==> config.mk <==
export PLATFORM = sky130hd
export DESIGN_NAME = axi4lite_mst
export DESIGN_NICKNAME = d
export VERILOG_FILES = /design/src/rtl/axi4lite_mst.sv
export SDC_FILE = /design/constraint.sdc
export NUM_CORES = 1
export LEC_CHECK = 0
export CAP_MARGIN = 20
export CORE_UTILIZATION = 44
export DETAILED_ROUTE_END_ITERATION = 16
export GPL_ROUTABILITY_DRIVEN = 1
export MAX_ROUTING_LAYER = met4
export PLACE_DENSITY = 0.86
export SYNTH_ARGS = -nofsm -noshare
export SYNTH_HDL_FRONTEND = slang
export SYNTH_SLANG_ARGS = --single-unit
==> constraint.sdc <==
create_clock -name aclk -period 8.5 [get_ports aclk]
set_input_delay 1.7 -clock aclk [delete_from_list [all_inputs] [get_ports aclk]]
set_output_delay 1.7 -clock aclk [all_outputs]
set_load 0.05 [all_outputs]
==> src/rtl/axi4lite_mst.sv <==
// AXI4-Lite initiator: turns one local read/write command into AXI4-Lite channel handshakes.
// Optional response watchdog enabled by defining AXI4LITE_MST_TIMEOUT_EN.
module axi4lite_mst #(
    parameter int ADDR_WIDTH     = 4,
    parameter int DATA_WIDTH     = 32,
    parameter int TIMEOUT_CYCLES = 256
) (
    input  logic                    aclk,
    input  logic                    rst,
    input  logic                    cmd_valid,
    output logic                    cmd_ready,
    input  logic                    cmd_we,
    input  logic [ADDR_WIDTH-1:0]   cmd_addr,
    input  logic [DATA_WIDTH-1:0]   cmd_wdata,
    input  logic [DATA_WIDTH/8-1:0] cmd_wstrb,
    output logic                    rsp_valid,
    input  logic                    rsp_ready,
    output logic                    rsp_we,
    output logic [DATA_WIDTH-1:0]   rsp_rdata,
    output logic [1:0]              rsp_resp,
    output logic [ADDR_WIDTH-1:0]   AWADDR,
    output logic                    AWVALID,
    input  logic                    AWREADY,
    output logic [DATA_WIDTH-1:0]   WDATA,
    output logic [DATA_WIDTH/8-1:0] WSTRB,
    output logic                    WVALID,
    input  logic                    WREADY,
    input  logic [1:0]              BRESP,
    input  logic                    BVALID,
    output logic                    BREADY,
    output logic [ADDR_WIDTH-1:0]   ARADDR,
    output logic                    ARVALID,
    input  logic                    ARREADY,
    input  logic [DATA_WIDTH-1:0]   RDATA,
    input  logic [1:0]              RRESP,
    input  logic                    RVALID,
    output logic                    RREADY
);

    localparam int STRB_W = DATA_WIDTH / 8;

    typedef enum logic [2:0] {
        IDLE    = 3'd0,
        WR_REQ  = 3'd1,
        WR_RESP = 3'd2,
        RD_REQ  = 3'd3,
        RD_RESP = 3'd4,
        DONE    = 3'd5
    } state_t;

    state_t                  state_reg, state_next;
    logic [ADDR_WIDTH-1:0]   addr_reg, addr_next;
    logic [DATA_WIDTH-1:0]   wdata_reg, wdata_next;
    logic [STRB_W-1:0]       wstrb_reg, wstrb_next;
    logic                    we_reg, we_next;
    logic                    awvalid_reg, awvalid_next;
    logic                    wvalid_reg, wvalid_next;
    logic                    bready_reg, bready_next;
    logic                    arvalid_reg, arvalid_next;
    logic                    rready_reg, rready_next;
    logic [DATA_WIDTH-1:0]   rdata_reg, rdata_next;
    logic [1:0]              resp_reg, resp_next;
    logic                    timeout_hit;

`ifdef AXI4LITE_MST_TIMEOUT_EN
    localparam int CNT_W = $clog2(TIMEOUT_CYCLES) + 1;
    logic [CNT_W-1:0] count_reg;

    // Counts every cycle between command acceptance and the move to DONE.
    always_ff @(posedge aclk or posedge rst) begin
        if (rst) begin
            count_reg <= '0;
        end else if (state_reg == IDLE || state_reg == DONE) begin
            count_reg <= '0;
        end else begin
            count_reg <= count_reg + CNT_W'(1);
        end
    end

    assign timeout_hit = (state_reg != IDLE) && (state_reg != DONE) &&
                         (count_reg == CNT_W'(TIMEOUT_CYCLES - 1));
`else
    assign timeout_hit = 1'b0;
    if (TIMEOUT_CYCLES < 0) begin : g_timeout_unused
    end
`endif

    always_ff @(posedge aclk or posedge rst) begin
        if (rst) begin
            state_reg   <= IDLE;
            addr_reg    <= '0;
            wdata_reg   <= '0;
            wstrb_reg   <= '0;
            we_reg      <= 1'b0;
            awvalid_reg <= 1'b0;
            wvalid_reg  <= 1'b0;
            bready_reg  <= 1'b0;
            arvalid_reg <= 1'b0;
            rready_reg  <= 1'b0;
            rdata_reg   <= '0;
            resp_reg    <= 2'b00;
        end else begin
            state_reg   <= state_next;
            addr_reg    <= addr_next;
            wdata_reg   <= wdata_next;
            wstrb_reg   <= wstrb_next;
            we_reg      <= we_next;
            awvalid_reg <= awvalid_next;
            wvalid_reg  <= wvalid_next;
            bready_reg  <= bready_next;
            arvalid_reg <= arvalid_next;
            rready_reg  <= rready_next;
            rdata_reg   <= rdata_next;
            resp_reg    <= resp_next;
        end
    end

    always_comb begin
        state_next   = state_reg;
        addr_next    = addr_reg;
        wdata_next   = wdata_reg;
        wstrb_next   = wstrb_reg;
        we_next      = we_reg;
        awvalid_next = awvalid_reg;
        wvalid_next  = wvalid_reg;
        bready_next  = bready_reg;
        arvalid_next = arvalid_reg;
        rready_next  = rready_reg;
        rdata_next   = rdata_reg;
        resp_next    = resp_reg;

        case (state_reg)
            IDLE: begin
                if (cmd_valid) begin
                    addr_next    = cmd_addr;
                    wdata_next   = cmd_wdata;
                    wstrb_next   = cmd_wstrb;
                    we_next      = cmd_we;
                    awvalid_next = cmd_we;
                    wvalid_next  = cmd_we;
                    arvalid_next = !cmd_we;
                    state_next   = cmd_we ? WR_REQ : RD_REQ;
                end
            end
            WR_REQ: begin
                // AW and W retire independently; a channel already done counts as complete.
                if (AWREADY) awvalid_next = 1'b0;
                if (WREADY)  wvalid_next  = 1'b0;
                if ((!awvalid_reg || AWREADY) && (!wvalid_reg || WREADY)) begin
                    bready_next = 1'b1;
                    state_next  = WR_RESP;
                end else if (timeout_hit) begin
                    awvalid_next = 1'b0;
                    wvalid_next  = 1'b0;
                    resp_next    = 2'b11;
                    rdata_next   = '0;
                    state_next   = DONE;
                end
            end
            WR_RESP: begin
                if (BVALID) begin
                    resp_next   = BRESP;
                    rdata_next  = '0;
                    bready_next = 1'b0;
                    state_next  = DONE;
                end else if (timeout_hit) begin
                    bready_next = 1'b0;
                    resp_next   = 2'b11;
                    rdata_next  = '0;
                    state_next  = DONE;
                end
            end
            RD_REQ: begin
                if (ARREADY) begin
                    arvalid_next = 1'b0;
                    rready_next  = 1'b1;
                    state_next   = RD_RESP;
                end else if (timeout_hit) begin
                    arvalid_next = 1'b0;
                    resp_next    = 2'b11;
                    rdata_next   = '0;
                    state_next   = DONE;
                end
            end
            RD_RESP: begin
                if (RVALID) begin
                    resp_next   = RRESP;
                    rdata_next  = RDATA;
                    rready_next = 1'b0;
                    state_next  = DONE;
                end else if (timeout_hit) begin
                    rready_next = 1'b0;
                    resp_next   = 2'b11;
                    rdata_next  = '0;
                    state_next  = DONE;
                end
            end
            DONE: begin
                if (rsp_ready) state_next = IDLE;
            end
            default: state_next = IDLE;
        endcase
    end

    assign cmd_ready = (state_reg == IDLE);
    assign rsp_valid = (state_reg == DONE);
    assign rsp_we    = we_reg;
    assign rsp_rdata = rdata_reg;
    assign rsp_resp  = resp_reg;
    assign AWADDR    = addr_reg;
    assign AWVALID   = awvalid_reg;
    assign WDATA     = wdata_reg;
    assign WSTRB     = wstrb_reg;
    assign WVALID    = wvalid_reg;
    assign BREADY    = bready_reg;
    assign ARADDR    = addr_reg;
    assign ARVALID   = arvalid_reg;
    assign RREADY    = rready_reg;

endmodule

==> flow_metrics.env, run 1 <==
export IMPL_place_port_buffers=171
export IMPL_netlist_instances=299
export IMPL_final_min_period_over_clock_period=0.450
export IMPL_ioPinCount=172
export IMPL_synthAdderAreaFrac=0
export IMPL_setup_violation_total_in_the_final_timing_report=0
export IMPL_switching_component_of_the_power_w=0.00125
export IMPL_cts_tree="built"
export IMPL_seq_power_share=0.278
export IMPL_die_area_um2=8540
export IMPL_fin_worst_skew_ns=0.00804
export IMPL_nets=548
export IMPL_syn_area_per_cell_um2=12.0
export IMPL_floorplan_initialDensity=0.461
export IMPL_final_fill_count=594
export IMPL_rsz0062_at_grt="false"
export IMPL_die_height_um=92.4
export IMPL_worstSetupEndpointType="primary output"
export IMPL_syn_nets=385
export IMPL_wirelength_um=8830
export IMPL_power_density_nw_per_um2=468
export IMPL_cell_internal_power_dissipation_w=0.00132
export IMPL_antenna_found_initial=0
export IMPL_timing_final_hold_violations=0
export IMPL_synth_cell_types=32
export IMPL_detail_route_wl_per_cell_um=15.5
export IMPL_grt_ovfl_total=0
export IMPL_signal_arrival_time_at_the_worst_endpoint_ns=2.12
export IMPL_core_area_um2=7810
export IMPL_layout_drive_gt1_share=0.135
export IMPL_maxClockFrequency_mhz=262
export IMPL_cts_hold_fix_buffers=0
export IMPL_clock_path_buffers=2
export IMPL_post_cts_setup_buffer_count=0
export IMPL_vdd_drop_max_mv=0.311
export IMPL_ys_ff_latch=83
export IMPL_global_route_wire_length_before_repair_um=14000
export IMPL_path_clk_slew_ns=0.08
export IMPL_grt_util_all_layers=0.219
export IMPL_cts_repair_resized=0
export IMPL_worst_skew_pair_late_latency_ns=0.34
export IMPL_comb_power_share=0.606
export IMPL_maxSlewViolCount=0
export IMPL_synth_xor_xnor_area_share=0
export IMPL_core_rowCount=32
export IMPL_cts_max_level=3
export IMPL_crit_fanout=11
export IMPL_layout_core_utilization=0.704
export IMPL_status="finished clean"
export IMPL_count_of_routing_violations_after_the_opening_detailed_route_iteration=80
export IMPL_drc=0
export IMPL_worst_pin_slew_ns=0.813
export IMPL_timing_final_crit_period_ns=3.82
export IMPL_multiplexer_fraction_of_the_synthesized_cell_area=0.173
export IMPL_pre_cts_slack_ns=5.04
export IMPL_cap_violations=0
export IMPL_dp_hpwl_um=6300
export IMPL_ys_warn_count=0
export IMPL_max_slew_margin_rel=0.457
export IMPL_worstSetupPathType="reg -> out"
export IMPL_synth_seq_area_share=0.577
export IMPL_detail_route_vias_per_cell=4.93
export IMPL_post_synthesis_instance_area_um2=3600
export IMPL_grt_start_max_net_pins=84
export IMPL_timing_hold_worst_class="reg -> reg"
export IMPL_routed_via_count=2807
export IMPL_drt_antenna_violating_nets=0
export IMPL_insertedDiodeCount=0
export IMPL_synth_simple_gate_area_share=0.101
export IMPL_p_sw_frac=0.485
export IMPL_regArea_um2=2080
export IMPL_syn2layout_area_growth_pct=52.8
export IMPL_required_time_worst_endpoint_ns=6.80
export IMPL_whs_path_depth=2
export IMPL_clk_root_buffer_cell="sky130_fd_sc_hd__clkbuf_8"
export IMPL_synth_top_family_by_area="multiplexers"
export IMPL_r2r_cells=3
export IMPL_setup_ws_ns=4.68
export IMPL_first_global_vias=2834
export IMPL_cts_made_buffers=9
export IMPL_final_setup_tns_ns=0
export IMPL_die_w_um=92.4
export IMPL_multi_input_area_um2=1300
export IMPL_clkPwrFrac=0.116
export IMPL_cellLeakagePower_nw=2.31
export IMPL_cts_sinks=83
export IMPL_synth_compound_gate_area_share=0.0859
export IMPL_drt_first_pass_iters=4
export IMPL_gp_congestion=0.987
export IMPL_timing_critical_path_from_type="register"
==> layer usage <==
metal  global-route usage  vias to the layer above  wire, um
li1                     -                     1324         -
met1                0.271                     1332      3580
met2                0.351                      130      4330
met3               0.0369                       21       653
met4                0.103                        0       257
met5                    -                        -         0
==> final timing paths <==
path | from | slack, ns | endpoint
setup / recovery | state_reg[0]$_DFFE_PP0P_ | 4.68 | rsp_valid
hold / removal | rsp_rdata[18]$_DFFE_PP0P_ | 0.48 | rsp_rdata[18]$_DFFE_PP0P_
setup reg to reg | state_reg[1]$_DFFE_PP0P_ | 6.43 | WSTRB[1]$_DFFE_PP0P_
hold reg to reg | rsp_rdata[18]$_DFFE_PP0P_ | 0.48 | rsp_rdata[18]$_DFFE_PP0P_
max in group asynchronous | rst | 6.24 | WDATA[5]$_DFFE_PP0P_
min in group asynchronous | rst | 1.66 | WSTRB[3]$_DFFE_PP0P_
==> power by group through the flow <==
stage          logic (W)  clock network (W)  registers (W)
2_1_floorplan   0.000478                  0        0.00133
3_3_place_gp     0.00153                  0       0.000708
3_5_place_dp     0.00156                  0       0.000721
4_1_cts          0.00156           0.000308       0.000715
5_1_grt          0.00163           0.000326       0.000742
6_report         0.00156           0.000299       0.000715
==> Yosys cell counts <==
library cell,n,area (um^2)
sky130_fd_sc_hd__a211o_1,1,8.76
sky130_fd_sc_hd__a21oi_1,4,20.0
sky130_fd_sc_hd__a221o_1,1,10.0
sky130_fd_sc_hd__a22oi_1,1,7.51
sky130_fd_sc_hd__a31oi_1,1,6.26
sky130_fd_sc_hd__and2_1,1,6.26
sky130_fd_sc_hd__and2_4,1,8.76
sky130_fd_sc_hd__and3b_1,2,17.5
sky130_fd_sc_hd__buf_12,4,80.1
sky130_fd_sc_hd__buf_2,3,15.0
sky130_fd_sc_hd__buf_4,8,60.1
sky130_fd_sc_hd__buf_6,1,11.3
sky130_fd_sc_hd__buf_8,1,15.0
sky130_fd_sc_hd__clkbuf_1,5,18.8
sky130_fd_sc_hd__dfrtp_1,83,2080
sky130_fd_sc_hd__inv_1,7,26.3
sky130_fd_sc_hd__mux2_2,5,56.3
sky130_fd_sc_hd__mux2_4,35,526
sky130_fd_sc_hd__mux2i_1,4,40.0
sky130_fd_sc_hd__nand2_1,74,278
sky130_fd_sc_hd__nand2b_2,1,8.76
sky130_fd_sc_hd__nor2_1,5,18.8
sky130_fd_sc_hd__nor2_4,1,11.3
sky130_fd_sc_hd__nor3_1,1,5.00
sky130_fd_sc_hd__nor3_2,1,10.0
sky130_fd_sc_hd__o211ai_1,1,7.51
sky130_fd_sc_hd__o21ai_0,33,165
sky130_fd_sc_hd__o21ai_1,9,45.0
sky130_fd_sc_hd__o21ai_2,1,8.76
sky130_fd_sc_hd__o221ai_1,1,8.76
sky130_fd_sc_hd__o22ai_1,1,6.26
sky130_fd_sc_hd__o31ai_1,2,15.0
==> layout by cell type, fill, tap and decap left out, types with 2 or more instances in the layout <==
cell and count:
sky130_fd_sc_hd__inv_1 6, sky130_fd_sc_hd__clkbuf_8 9, sky130_fd_sc_hd__o21ai_0 33, sky130_fd_sc_hd__nand2_1 74, sky130_fd_sc_hd__dfrtp_1 83, sky130_fd_sc_hd__clkdlybuf4s50_1 171, sky130_fd_sc_hd__bufinv_16 2, sky130_fd_sc_hd__mux2_2 5
sky130_fd_sc_hd__clkbuf_1 2, sky130_fd_sc_hd__and3b_1 2, sky130_fd_sc_hd__a21oi_1 4, sky130_fd_sc_hd__o31ai_1 2, sky130_fd_sc_hd__o21ai_1 9, sky130_fd_sc_hd__nor2_1 5, sky130_fd_sc_hd__buf_4 2, sky130_fd_sc_hd__mux2_4 35
sky130_fd_sc_hd__clkinv_2 3, sky130_fd_sc_hd__mux2i_1 4
==> stage by stage <==
step	hold slack (ns)	instances	total power [W]	area, um^2
after global placement	0.461	552	0.00224	5260
after detailed placement	0.469	552	0.00228	5260
after floorplan	0.605	299	0.00181	3600
after CTS	0.487	568	0.00259	5470
final	0.480	569	0.00257	5500
after global routing	0.503	569	0.00269	5500
==> area by class of cell <==
cell class,count,area share
Clock buffer,11,0.0239
Clock inverter,5,0.0141
Inverter,7,0.00501
Multi-Input combinational cell,187,0.237
Sequential cell,83,0.378
Tap cell,102,0.0232
Timing Repair Buffer,174,0.319
==> critical path, stage by stage, from the launching register on <==
cell	delay (ns)
sky130_fd_sc_hd__dfrtp_1	0.60
sky130_fd_sc_hd__inv_1	0.23
sky130_fd_sc_hd__nor2_1	0.14
sky130_fd_sc_hd__clkdlybuf4s50_1	0.81
==> logic make-up after synthesis <==
| kind of cell | Yosys count |
|---|---|
| DFF | 83 |
| AOI/OAI and AO/OA | 56 |
| and+or+nand+nor | 87 |
| muxes | 44 |
| buffers and inverters | 29 |
Power figures use the tool's default switching activity.
==> run 2, diff against run 1 <==
--- a/config.mk
+++ b/config.mk
@@ -6,11 +6,11 @@
 export NUM_CORES = 1
 export LEC_CHECK = 0
 export CAP_MARGIN = 20
-export CORE_UTILIZATION = 44
+export CORE_UTILIZATION = 37
 export DETAILED_ROUTE_END_ITERATION = 16
 export GPL_ROUTABILITY_DRIVEN = 1
 export MAX_ROUTING_LAYER = met4
-export PLACE_DENSITY = 0.86
+export PLACE_DENSITY = 0.77
 export SYNTH_ARGS = -nofsm -noshare
 export SYNTH_HDL_FRONTEND = slang
 export SYNTH_SLANG_ARGS = --single-unit
==> constraint.sdc (replaced) <==
create_clock -name aclk -period 3.43 [get_ports aclk]
set_input_delay 0.686 -clock aclk [delete_from_list [all_inputs] [get_ports aclk]]
set_output_delay 0.686 -clock aclk [all_outputs]
set_load 0.05 [all_outputs]
==> flow_metrics.env, run 2 (synthesis gave the netlist of run 1 again) <==
export IMPL_status="finished clean"
export IMPL_nets=547
export IMPL_cts_tree="built"
export IMPL_timing_final_crit_period_ns=2.84
export IMPL_dp_hpwl_um=6370
export IMPL_cell_internal_power_dissipation_w=0.00327
export IMPL_syn2layout_area_growth_pct=53.7
export IMPL_cap_violations=0
export IMPL_final_fill_count=790
export IMPL_clk_root_buffer_cell="sky130_fd_sc_hd__clkbuf_8"
export IMPL_layout_core_utilization=0.593
export IMPL_cts_hold_fix_buffers=0
export IMPL_floorplan_initialDensity=0.386
export IMPL_wirelength_um=8840
export IMPL_path_clk_slew_ns=0.09
export IMPL_grt_util_all_layers=0.191
export IMPL_first_global_vias=2837
export IMPL_timing_final_hold_violations=0
export IMPL_place_port_buffers=171
export IMPL_ioPinCount=172
export IMPL_most_common_cell_after_layout_fill_and_taps_aside="sky130_fd_sc_hd__clkdlybuf4s50_1"
export IMPL_vdd_drop_max_mv=0.664
export IMPL_p_sw_frac=0.486
export IMPL_drt_antenna_violating_nets=0
export IMPL_drt_first_pass_iters=4
export IMPL_switching_component_of_the_power_w=0.00310
export IMPL_cts_max_level=3
export IMPL_die_area_um2=10100
export IMPL_timing_critical_path_from_type="register"
export IMPL_maxSlewViolCount=0
export IMPL_core_area_um2=9330
export IMPL_antenna_found_initial=0
export IMPL_core_rowCount=35
export IMPL_cellLeakagePower_nw=2.32
export IMPL_required_time_worst_endpoint_ns=2.74
export IMPL_whs_path_depth=2
export IMPL_final_setup_tns_ns=0
export IMPL_max_slew_margin_rel=0.477
export IMPL_post_cts_setup_buffer_count=0
export IMPL_insertedDiodeCount=0
export IMPL_routed_via_count=2733
export IMPL_critical_path_slowest_cell="sky130_fd_sc_hd__clkdlybuf4s50_1"
export IMPL_crit_fanout=11
export IMPL_die_w_um=101
export IMPL_worstSetupEndpointType="primary output"
export IMPL_cts_repair_resized=0
export IMPL_layout_drive_gt1_share=0.137
export IMPL_clkPwrFrac=0.119
export IMPL_cts_sinks=83
export IMPL_global_route_wire_length_before_repair_um=14600
export IMPL_comb_power_share=0.604
export IMPL_setup_violation_total_in_the_final_timing_report=0
export IMPL_grt_ovfl_total=0
export IMPL_seq_power_share=0.277
export IMPL_crit_chain="inv_1 > nor2_1 > clkdlybuf4s50_1"
export IMPL_clock_path_buffers=2
export IMPL_fin_worst_skew_ns=0.0114
export IMPL_post_layout_total_power_w=0.00637
export IMPL_slowest_delay_ns=0.81
export IMPL_timing_hold_worst_class="reg -> reg"
export IMPL_worst_pin_slew_ns=0.783
export IMPL_gp_congestion=0.921
export IMPL_power_density_nw_per_um2=1150
export IMPL_worstSetupPathType="reg -> out"
export IMPL_rsz0062_at_grt="false"
export IMPL_drc=0
export IMPL_die_height_um=101
export IMPL_grt_start_max_net_pins=69
export IMPL_maxClockFrequency_mhz=352
export IMPL_final_min_period_over_clock_period=0.829
export IMPL_cts_made_buffers=9
export IMPL_most_common_layout_cells="171 x sky130_fd_sc_hd__clkdlybuf4s50_1, 83 x sky130_fd_sc_hd__dfrtp_1, 74 x sky130_fd_sc_hd__nand2_1, 35 x sky130_fd_sc_hd__mux2_4, 33 x sky130_fd_sc_hd__o21ai_0"
export IMPL_count_of_routing_violations_after_the_opening_detailed_route_iteration=92
export IMPL_r2r_cells=3
export IMPL_detail_route_vias_per_cell=4.59
export IMPL_worst_skew_pair_late_latency_ns=0.34
export IMPL_detail_route_wl_per_cell_um=14.9
export IMPL_signal_arrival_time_at_the_worst_endpoint_ns=2.16
run 2: cell types whose count changed in the layout (fill, tap and decap cells not counted), moves of 2 or more:
cell | before | now
sky130_fd_sc_hd__clkinv_2 | 3 | 1
sky130_fd_sc_hd__clkbuf_8 | 9 | 12
sky130_fd_sc_hd__clkinv_4 | 0 | 2
sky130_fd_sc_hd__clkbuf_1 | 2 | 0
run 2: cell type report:
type / count / area, um^2 / area share
clock buffers: 12 / 165 / 0.0299
clock inverters: 4 / 56.3 / 0.0102
inverters: 7 / 27.5 / 0.00498
multi-input cells: 187 / 1300 / 0.236
flip-flops and latches: 83 / 2080 / 0.376
well taps: 129 / 161 / 0.0292
repair buffers: 173 / 1740 / 0.315
run 2: routing by layer:
metal,track usage,part of all wire
met5,-,0
met4,0.0401,0.0096
met3,0.0562,0.062
met2,0.298,0.48
met1,0.249,0.45
run 2: worst paths after layout:
path | from | endpoint | slack, ns
max in group asynchronous | rst | rsp_rdata[30]$_DFFE_PP0P_ | 2.00
setup reg to reg | state_reg[1]$_DFFE_PP0P_ | WSTRB[2]$_DFFE_PP0P_ | 1.36
hold reg to reg | rsp_rdata[6]$_DFFE_PP0P_ | rsp_rdata[6]$_DFFE_PP0P_ | 0.48
hold / removal | rsp_rdata[6]$_DFFE_PP0P_ | rsp_rdata[6]$_DFFE_PP0P_ | 0.48
min in group asynchronous | rst | ARADDR[2]$_DFFE_PP0P_ | 0.75
setup / recovery | state_reg[0]$_DFFE_PP0P_ | rsp_valid | 0.59
run 2: power by group through the flow:
stage / clock network (W) / logic, W / registers, W
after global placement: 0 / 0.00381 / 0.00176
after floorplan: 0 / 0.00119 / 0.00329
after CTS: 0.000785 / 0.00388 / 0.00177
after global routing: 0.000831 / 0.00403 / 0.00183
final: 0.000758 / 0.00385 / 0.00177
after detailed placement: 0 / 0.00387 / 0.00178
run 2: through the flow:
step | setup slack [ns] | area, um^2 | hold WS (ns) | cells
after floorplan | 0.607 | 3600 | 0.605 | 299
after global placement | 1.03 | 5310 | 0.462 | 579
final | 0.587 | 5530 | 0.485 | 595
after global routing | 0.420 | 5530 | 0.511 | 595
after detailed placement | 0.967 | 5310 | 0.470 | 579
after CTS | 0.585 | 5530 | 0.488 | 595
run 2: critical path: cells and delay by family (launching register included):
kind,cells,cell delay (ns)
flops,1,0.60
simple gates,1,0.17
buf+inv,2,1.05
==> run 3, diff against run 2 <==
==> constraint.sdc (replaced) <==
create_clock -name aclk -period 2.5 [get_ports aclk]
set_input_delay 0.5 -clock aclk [delete_from_list [all_inputs] [get_ports aclk]]
set_output_delay 0.5 -clock aclk [all_outputs]
set_load 0.05 [all_outputs]
==> flow_metrics.env, run 3 (synthesis gave the netlist of run 1 again) <==
export IMPL_worstSetupEndpoint="cmd_ready"
export IMPL_power_density_nw_per_um2=1560
export IMPL_signal_arrival_time_at_the_worst_endpoint_ns=1.70
export IMPL_detailed_place_area_um2=5380
export IMPL_cp_num_cells=2
export IMPL_floorplan_initialDensity=0.386
export IMPL_cellLeakagePower_nw=2.34
export IMPL_drt_antenna_violating_nets=0
export IMPL_wirelength_um=8540
export IMPL_die_height_um=101
export IMPL_first_global_vias=2754
export IMPL_cts_max_level=3
export IMPL_critical_path_slowest_cell="sky130_fd_sc_hd__dlygate4sd2_1"
export IMPL_worst_pin_slew_ns=0.589
export IMPL_cts_sinks=83
export IMPL_max_slew_margin_rel=0.606
export IMPL_insertedDiodeCount=0
export IMPL_core_rowCount=35
export IMPL_status="finished clean"
export IMPL_vdd_drop_max_mv=0.897
export IMPL_drt_first_pass_iters=4
export IMPL_setup_violation_total_in_the_final_timing_report=0
export IMPL_final_min_period_over_clock_period=0.879
export IMPL_final_area_um2=5580
export IMPL_grt_ovfl_total=0
export IMPL_slowest_delay_ns=0.56
export IMPL_cts_made_buffers=9
export IMPL_timing_rr_end="WDATA[13]$_DFFE_PP0P_"
export IMPL_timing_final_crit_period_ns=2.20
export IMPL_final_setup_tns_ns=0
export IMPL_clock_path_buffers=2
export IMPL_cap_violations=0
export IMPL_ioPinCount=172
export IMPL_antenna_found_initial=0
export IMPL_crit_fanout=14
export IMPL_dp_hpwl_um=6350
export IMPL_core_area_um2=9330
export IMPL_detail_route_vias_per_cell=4.64
export IMPL_cts_tree="built"
export IMPL_worstSetupPathType="reg -> out"
export IMPL_global_route_wire_length_before_repair_um=13800
export IMPL_drc=0
export IMPL_timing_critical_path_from="state_reg[1]$_DFFE_PP0P_"
export IMPL_maxClockFrequency_mhz=455
export IMPL_worst_skew_pair_late_latency_ns=0.34
export IMPL_syn2layout_area_growth_pct=55.1
export IMPL_r2r_cells=4
export IMPL_detail_route_wl_per_cell_um=14.2
export IMPL_count_of_routing_violations_after_the_opening_detailed_route_iteration=134
export IMPL_timing_hold_worst_class="reg -> reg"
export IMPL_worst_r2r_setup_slack_ns=0.67
export IMPL_routed_via_count=2791
export IMPL_critPathBufInv=1
export IMPL_place_port_buffers=171
export IMPL_crit_reg2reg_launch="state_reg[1]$_DFFE_PP0P_"
export IMPL_worstSetupEndpointType="primary output"
export IMPL_post_layout_total_power_w=0.00871
export IMPL_layout_drive_gt1_share=0.148
export IMPL_die_w_um=101
export IMPL_maxSlewViolCount=0
export IMPL_clk_root_buffer_cell="sky130_fd_sc_hd__clkbuf_8"
export IMPL_critical_path_top_delay_family="buffers and inverters"
export IMPL_path_clk_slew_ns=0.09
export IMPL_timing_critical_path_from_type="register"
export IMPL_most_common_layout_cells="169 x sky130_fd_sc_hd__clkdlybuf4s50_1, 83 x sky130_fd_sc_hd__dfrtp_1, 74 x sky130_fd_sc_hd__nand2_1, 35 x sky130_fd_sc_hd__mux2_4, 33 x sky130_fd_sc_hd__o21ai_0"
export IMPL_most_common_cell_after_layout_fill_and_taps_aside="sky130_fd_sc_hd__clkdlybuf4s50_1"
export IMPL_rsz0062_at_grt="false"
export IMPL_gp_congestion=0.934
export IMPL_grt_start_max_net_pins=69
export IMPL_grt_util_all_layers=0.182
export IMPL_nets=553
export IMPL_crit_chain="nor3_2 > dlygate4sd2_1"
export IMPL_required_time_worst_endpoint_ns=2.00
export IMPL_die_area_um2=10100
export IMPL_cts_hold_fix_buffers=0
export IMPL_fin_worst_skew_ns=0.00890
export IMPL_timing_final_hold_violations=0
[run 3: routing by layer]
| layer | up-vias | part of all wire | track usage |
|---|---|---|---|
| li1 | 1333 | - | - |
| met1 | 1317 | 0.45 | 0.236 |
| met2 | 127 | 0.48 | 0.285 |
| met3 | 14 | 0.062 | 0.0368 |
| met4 | 0 | 0.015 | 0.0635 |
| met5 | - | 0 | - |
[run 3: tightest hold or removal path: stages (launching register included)]
cell,delay (ns)
sky130_fd_sc_hd__dfrtp_1,0.35
sky130_fd_sc_hd__nand2_1,0.04
sky130_fd_sc_hd__o21ai_0,0.06
[run 3: worst min path at each step]
stage,from,endpoint,cells past startpoint
floorplan,cmd_we,ARVALID$_DFFE_PP0P_,1
global placement,rsp_rdata[30]$_DFFE_PP0P_,rsp_rdata[30]$_DFFE_PP0P_,2
detailed placement,rsp_rdata[2]$_DFFE_PP0P_,rsp_rdata[2]$_DFFE_PP0P_,2
CTS,rsp_rdata[2]$_DFFE_PP0P_,rsp_rdata[2]$_DFFE_PP0P_,2
global route,rsp_rdata[11]$_DFFE_PP0P_,rsp_rdata[11]$_DFFE_PP0P_,2
finish,rsp_rdata[2]$_DFFE_PP0P_,rsp_rdata[2]$_DFFE_PP0P_,2
[run 3: timing repair]
action                     in CTS  in global routing
buffers inserted                0                  0
resized for setup               1                  0
hold endpoints to repair        0                  0
setup endpoints to repair       1                  0
[run 3: cell type report]
type                    count  area, um^2
clock buffers              11         141
clock inverters             5        62.6
fillers                   776        3750
inverters                   7        30.0
multi-input cells         187        1300
flip-flops and latches     83        2080
well taps                 129         161
repair buffers            179        1810
[run 3: metrics by stage]
stage / cells / hold slack [ns] / utilization / worst slack [ns]
finish: 601 / 0.483 / 0.598 / 0.302
global route: 601 / 0.512 / 0.598 / 0.213
CTS: 601 / 0.489 / 0.598 / 0.288
detailed placement: 585 / 0.471 / 0.577 / 0.408
global placement: 585 / 0.461 / 0.577 / 0.425
floorplan: 299 / 0.593 / - / 0.349
[run 3: where the power goes]
part	leakage [nW]	internal, W	total (W)	switching, W
combinational	1.20	0.00200	0.00532	0.00332
sequential	1.04	0.00198	0.00241	0.000429
clock	0.0957	0.000493	0.000977	0.000484
total	2.34	0.00447	0.00871	0.00424
